$ cat config.mk
export PLATFORM = sky130hd
export DESIGN_NAME = banco_registros
export DESIGN_NICKNAME = d
export VERILOG_FILES = /design/src/rtl/banco_registros.sv
export SDC_FILE = /design/constraint.sdc
export NUM_CORES = 1
export LEC_CHECK = 0
export BUFFER_PORTS_ARGS = -buffer_cell sky130_fd_sc_hd__buf_2
export CAP_MARGIN = 20
export CELL_PAD_IN_SITES_DETAIL_PLACEMENT = 0
export CELL_PAD_IN_SITES_GLOBAL_PLACEMENT = 2
export CORE_MARGIN = 4
export CORE_UTILIZATION = 51
export DETAILED_ROUTE_END_ITERATION = 8
export PLACE_DENSITY_LB_ADDON = 0.1
export SLEW_MARGIN = 15
export SYNTH_ARGS = -nofsm -noshare
export SYNTH_HDL_FRONTEND = slang
export SYNTH_SLANG_ARGS = --single-unit
export TNS_END_PERCENT = 50
$ cat constraint.sdc
create_clock -name clk_i -period 4.6 [get_ports clk_i]
set_clock_uncertainty 0.1 [all_clocks]
set_input_delay 0.69 -clock clk_i [delete_from_list [all_inputs] [get_ports clk_i]]
set_output_delay 0.69 -clock clk_i [all_outputs]
set_load 0.01 [all_outputs]
$ cat src/rtl/banco_registros.sv
// -----------------------------------------------------------------------------
// banco_registros
//
// Register file for the monocycle datapath, feeding the ALU a/b operands.
// Two combinational read ports, one synchronous write port. Storage is a plain
// RAM-style array without per-entry reset. After reset a clear sequencer sweeps
// every entry to zero, one per cycle. While it runs, ready_o stays low, writes
// are dropped and reads return 0. Register 0 always reads as zero.
//
// Parameters:
//   N       data width (matches the ALU width)
//   ADDR_W  address width; depth is 2**ADDR_W entries
//
// Ports:
//   clk_i    in   1       clock, rising edge
//   rst_i    in   1       synchronous reset, active-high
//   we_i     in   1       write enable (ignored while ready_o=0)
//   wa_i     in   ADDR_W  write address
//   wd_i     in   N       write data
//   ra_a_i   in   ADDR_W  read address, port A (rs)
//   ra_b_i   in   ADDR_W  read address, port B (rt)
//   rd_a_o   out  N       read data A (to ALU a_i)
//   rd_b_o   out  N       read data B (to ALU b_i)
//   ready_o  out  1       clear sweep finished, file usable
//
// Optional feature macro:
//   BANCO_BYPASS_EN  when defined, a read of the address being written in the
//                    same cycle returns wd_i (write-through forwarding), per
//                    port. When undefined, such a read returns the old value.
//
// Write/read contract: there is no handshake. A write is accepted on any rising
// edge where ready_o=1, we_i=1 and wa_i!=0; otherwise it is lost. Reads are
// valid whenever ready_o=1. The control unit must stall while ready_o=0.
// -----------------------------------------------------------------------------
module banco_registros #(
  parameter int N      = 32,
  parameter int ADDR_W = 5
) (
  input  logic              clk_i,
  input  logic              rst_i,
  input  logic              we_i,
  input  logic [ADDR_W-1:0] wa_i,
  input  logic [N-1:0]      wd_i,
  input  logic [ADDR_W-1:0] ra_a_i,
  input  logic [ADDR_W-1:0] ra_b_i,
  output logic [N-1:0]      rd_a_o,
  output logic [N-1:0]      rd_b_o,
  output logic              ready_o
);

  localparam int DEPTH = 2**ADDR_W;
  localparam logic [ADDR_W-1:0] CNT_ONE  = ADDR_W'(1);
  localparam logic [ADDR_W-1:0] CNT_LAST = '1;
  localparam logic [ADDR_W-1:0] ADDR_Z   = '0;

  typedef enum logic {
    ST_CLEAR = 1'b0,
    ST_RUN   = 1'b1
  } state_e;

  state_e              state_q, state_d;
  logic [ADDR_W-1:0]   cnt_q, cnt_d;
  logic [N-1:0]        mem_q [DEPTH];

  // Array write port, shared between the clear sweep and normal write-back.
  logic                mem_we;
  logic [ADDR_W-1:0]   mem_wa;
  logic [N-1:0]        mem_wd;

  logic                run_wr;

  assign ready_o = (state_q == ST_RUN);
  assign run_wr  = ready_o && we_i && (wa_i != ADDR_Z);

  // ---------------------------------------------------------------------------
  // FSM: state and sweep counter registers
  // ---------------------------------------------------------------------------
  always_ff @(posedge clk_i) begin
    if (rst_i) begin
      state_q <= ST_CLEAR;
      cnt_q   <= '0;
    end else begin
      state_q <= state_d;
      cnt_q   <= cnt_d;
    end
  end

  // ---------------------------------------------------------------------------
  // FSM: next state and array write selection
  // ---------------------------------------------------------------------------
  always_comb begin
    state_d = state_q;
    cnt_d   = cnt_q;
    mem_we  = 1'b0;
    mem_wa  = wa_i;
    mem_wd  = wd_i;

    unique case (state_q)
      ST_CLEAR: begin
        mem_we = 1'b1;
        mem_wa = cnt_q;
        mem_wd = '0;
        // Counter wraps to 0 on the last entry; it is not used in RUN.
        cnt_d  = cnt_q + CNT_ONE;
        if (cnt_q == CNT_LAST) begin
          state_d = ST_RUN;
        end
      end
      ST_RUN: begin
        mem_we = run_wr;
      end
      default: begin
        state_d = ST_CLEAR;
        cnt_d   = '0;
      end
    endcase

    // The reset edge must not touch the array.
    if (rst_i) begin
      mem_we = 1'b0;
    end
  end

  // ---------------------------------------------------------------------------
  // Storage: no reset on the array itself, the sweep clears it.
  // ---------------------------------------------------------------------------
  always_ff @(posedge clk_i) begin
    if (mem_we) begin
      mem_q[mem_wa] <= mem_wd;
    end
  end

  // ---------------------------------------------------------------------------
  // Combinational read ports
  // ---------------------------------------------------------------------------
  always_comb begin
    rd_a_o = '0;
    if (ready_o && (ra_a_i != ADDR_Z)) begin
      rd_a_o = mem_q[ra_a_i];
`ifdef BANCO_BYPASS_EN
      if (we_i && (wa_i == ra_a_i)) begin
        rd_a_o = wd_i;
      end
`endif
    end
  end

  always_comb begin
    rd_b_o = '0;
    if (ready_o && (ra_b_i != ADDR_Z)) begin
      rd_b_o = mem_q[ra_b_i];
`ifdef BANCO_BYPASS_EN
      if (we_i && (wa_i == ra_b_i)) begin
        rd_b_o = wd_i;
      end
`endif
    end
  end

endmodule

[Yosys cells after proc, flatten, opt, wreduce, memory -nomap -nowiden]
Memories as Yosys holds them, arrays and structs flattened.
Cells that the tools add are included.
Operators by class
  equal/unequal tests: 1
  add/subtract/negate cells: 1
  bitwise gates (word level): 1
  $lt $le $gt $ge: 0
  shift-type cells: 0
  reductions and logical operators: 7
  muxes and demuxes: 10
  div/mod/pow operators: 0
  multipliers: 0
Operators by type and width (count)
  $mux W32: 3
  $reduce_bool A5 Y1: 3
  $add A5 B1 Y5 const B: 1
  $eq A5 B5 Y1 const B: 1
  $mux W1: 5
  $mux W5: 1
  $logic_and A1 B1 Y1: 4
  $pmux W1 S2: 1
  $not A1 Y1: 1
Word-level totals
  register bits: 6
  output and inout port bits: 65
  bits in read-only memories: 0
  RAM bits: 1024
  bits in latches: 0
  memories: 1
Memory list
  mem_q: words 32, bits a word 32, read ports 2, clocked after memory_dff 0, write ports 1, RTL line 63  | logic [N-1:0] mem_q [DEPTH];

[Logic depth before layout (Yosys ltp)]
  depth in word-level cells: 6
  depth in mapped cells: 8
  gate-level depth less buffers: 5

[Worst setup path before layout]
Ideal clock, no wire load.
  path type: input-to-reg
  start point: input port wa_i[1]
  end point: memory mem_q[0][0] (enable)
  data arrival time: 2.661 ns
  setup slack: 1.418 ns
  stages: 4
  setup time: 0.421 ns
  path through: nand2b_1 nor4b_1 o21bai_1 nor2_1
On the way
  longest elaborated chain between the ends: 6
  elaborated cells on any way between the ends: 7
  classes of those cells: mux: 5; reduce/logical: 2
Ends and longest elaborated chain
  from (decl): RTL line 42  | input logic [ADDR_W-1:0] wa_i,
  $reduce_bool A5 Y1: RTL line 73  | assign run_wr = ready_o && we_i && (wa_i != ADDR_Z);
  $logic_and A1 B1 Y1: RTL line 73
  $pmux W1 S2: RTL line 98  | unique case (state_q)
  $mux W1: RTL line 119  | if (rst_i) begin
  $mux W1: RTL line 128  | if (mem_we) begin
  $mux W1 (implied by the code): RTL line 129  | mem_q[mem_wa] <= mem_wd;
  to (decl): RTL line 63
Parallel ways exist; a longest one is shown, timed or not.

[Worst setup path in the final report]
  start point: register state_q (netlist: ready_o)
  end point: output port rd_b_o[4]
On the way
  longest elaborated chain between the ends: 2
Ends and longest elaborated chain
  from (decl): RTL line 61  | state_e state_q, state_d;
  from (signal assigned): RTL line 83  | state_q <= state_d;
  $logic_and A1 B1 Y1: RTL line 150  | if (ready_o && (ra_b_i != ADDR_Z)) begin
  $mux W32: RTL line 150
  to (decl): RTL line 47  | output logic [N-1:0] rd_b_o,
No other way between the ends.

==> results by group <==
Critical path
  • Setup crit end kind: output pin
  • CP max FO: 28
  • Kind of critical path: reg -> out
  • CP required: 3.81 ns
  • CP max stage cell: nand3_2
  • Largest stage delay, worst path: roughly 0.51 ns
  • Reg2Reg Depth: 6
  • Cell mode on critical path: buf_4
  • Critical Path Source Type: register
  • Crit path DAT: 3.25 ns
  • CP Cell Sequence: buf_4, nand3_2, buf_4, a21oi_1, nand3_1, nand4_1, buf_2

Detailed routing
  • Highest metal used: met5
  • Initial drt markers: 3,506
  • DR vias: about 30,000
  • Via/cell ratio: just under 7
  • M1 WL: approximately 62 mm
  • Residual DRC: 0
  • Overall routed net length: between 150 and 200 mm
  • 1st-pass router iterations: 5
  • Post-DR wirelength/cell: 35.5 um
  • WL met2: approximately 75 mm
  • Met3 wire length: between 10 and 15 mm
  • Final ANT Viol Nets: 0

Floorplan
  • I/O pin total: 115
  • Die width: 316 um
  • Die footprint: 99,800 sq um
  • Row count: 112
  • Initial core utilization: between 50% and 60%
  • Die height: 316 um
  • Core box area: 93,700 sq um

GRT
  • Total track usage: 31.2%
  • First-pass GRT wire length: 220 mm
  • GRT overflow: 0
  • Initial antenna violation count: 4
  • Vias in the first global route: 30,500
  • Largest net degree at the start of global routing: 70

Layout
  • Post-Layout Cell Count: between 4,000 and 5,000
  • Share of cells above drive strength 1: 22.9%
  • Area Growth Syn to Fin: 13.0%
  • Commonest cells after routing, fill and taps aside: edfxtp_1 (1,024), mux2i_1 (519), mux4_2 (241)
  • Final layout net count: 3,118
  • Antenna Cells: 0
  • Most common cell after layout, fill and taps aside: edfxtp_1
  • Fin util: between 50% and 60%

Synth
  • Syn Inst Count: between 2,000 and 3,000
  • Seq/Total Area, Yosys: roughly 64%
  • Distinct cell type count after synthesis: between 40 and 50
  • YS warnings: 0
  • Synth Register Bits: 1,030
  • Primary FF master, synth: edfxtp_1
  • Syn Area/Cell: approximately 17 sq um
  • Post-synth EDFFs: between 1,000 and 1,500
  • Synthesized area: 48,300 sq um
  • Synth async-reset ratio: 0%
  • Mapped Nets: 2,977

Worst hold path
  • Hold path cells: 2
  • Tightest Hold Check Type: in -> reg

Timing
  • Final Max Tran Viols: 0
  • Worst rel slew slack: 25.4%
  • Final period util: 87.8%
  • TNS Setup: 0 ns
  • RSZ-0062 raised after global routing: no
  • Max Fclk: 248 MHz
  • Final Hold Violating Endpoints: 0
  • Final setup viols: 0
  • Post-route minimum period: roughly 4.0 ns
  • Worst Max-Slew Pin Slew: 1.12 ns

Clocking
  • Clk buf depth: 3
  • H-tree Lvls: 3
  • Number of buffers added for setup after CTS: 0
  • Clock Sinks: about 1,000
  • CTS tree: built
  • Hold buffer count at cts: 0
  • Clk pin slew, worst setup/hold paths: 0.06 ns
  • Clk Latency, worst-skew pair: 0.68 ns
  • CTS resizes: 0
  • Root buffer cell: clkbuf_16
  • CTS buffer count: 108

Placement
  • Port-buffer cells: 114
  • GP Congestion: 0.851
  • Hpwl dp: 94.0 mm
  • Placed cells: 4,203

Run
  • Max-cap check violation count: 0

Power
  • PwrDens: approximately 370 nW/um^2
  • Peak supply drop: ~310 uV
  • Static leakage: 18.6 nW
  • Tot Pwr: 0.0200 W

Status
  • Status: complete, no violations
==> synthesized netlist by cell type, types with 45 or more instances <==
cell type / count / share of area [%]
mux4_2: 241 / 11
mux2i_1: 519 / 11
nand4_1: 64 / 0.83
a21oi_1: 117 / 1.2
a22oi_1: 181 / 2.8
nand3_1: 154 / 1.6
nand2_1: 134 / 1.0
buf_4: 45 / 0.70
edfxtp_1: 1024 / 64
clkbuf_1: 82 / 0.64
nor2_1: 45 / 0.35
buf_2: 76 / 0.79
==> area by class of cell <==
type / instances / area [sq um]
well taps: 1254 / 1570
inverters: 1 / 3.75
fillers: 7142 / 39100
multi-input cells: 1662 / 16600
repair buffers: 263 / 2260
flip-flops and latches: 1030 / 30900
clock inverters: 67 / 561
clock buffers: 130 / 2830
==> per-layer routing <==
metal / GRT usage [%] / vias up
li1: - / 12400
met2: 50.8 / 1568
met4: 11.2 / 2
met1: 43.6 / 16000
met5: 0 / -
met3: 4.40 / 279
==> state kept, by name, summed over array words and instances (netlist names) <==
register and count:
ready_o 1, mem_q 1024, cnt_q 5
==> power by group <==
group / internal, W / total [W] / switching, W
logic: 0.000489 / 0.00120 / 0.000710
registers: 0.0102 / 0.0103 / 0.0000281
clock network: 0.00485 / 0.00850 / 0.00365
==> worst paths after layout <==
kind                                     end  slack, ns  startpoint
worst max register to register  mem_q[5][16]       1.32     ready_o
worst min register to register      cnt_q[3]       0.43    cnt_q[3]
worst min-delay path                cnt_q[3]       0.19       rst_i
worst max-delay path               rd_b_o[4]       0.56     ready_o
==> cells by family after synthesis <==
family,Yosys count,synth area share (%)
AND/OR/NAND/NOR,487,5.07
XOR/XNOR,2,0.0362
adder cells (fa/ha/maj),2,0.0518
multiplexers,775,22.7
flip-flops,1030,63.8
AO/OA/AOI/OAI,396,5.55
buffers and inverters,233,2.72
==> stage by stage <==
stage          setup WS, ns  hold WS, ns  cell area [sq um]
2_1_floorplan          1.42        0.377              48300
3_3_place_gp          0.704        0.408              51100
3_5_place_dp          0.694        0.418              51100
4_1_cts               0.571        0.161              54500
5_1_grt               0.536        0.196              54600
6_report              0.561        0.193              54600
==> critical path, delay by kind of cell (launching register included) <==
family                 cells  cell delay (ns)
AO/OA/AOI/OAI              1             0.18
buffers and inverters      3             1.07
AND/OR/NAND/NOR            3             0.86
flip-flops                 1             0.40
Note: power is estimated with default switching activity, not from simulation.
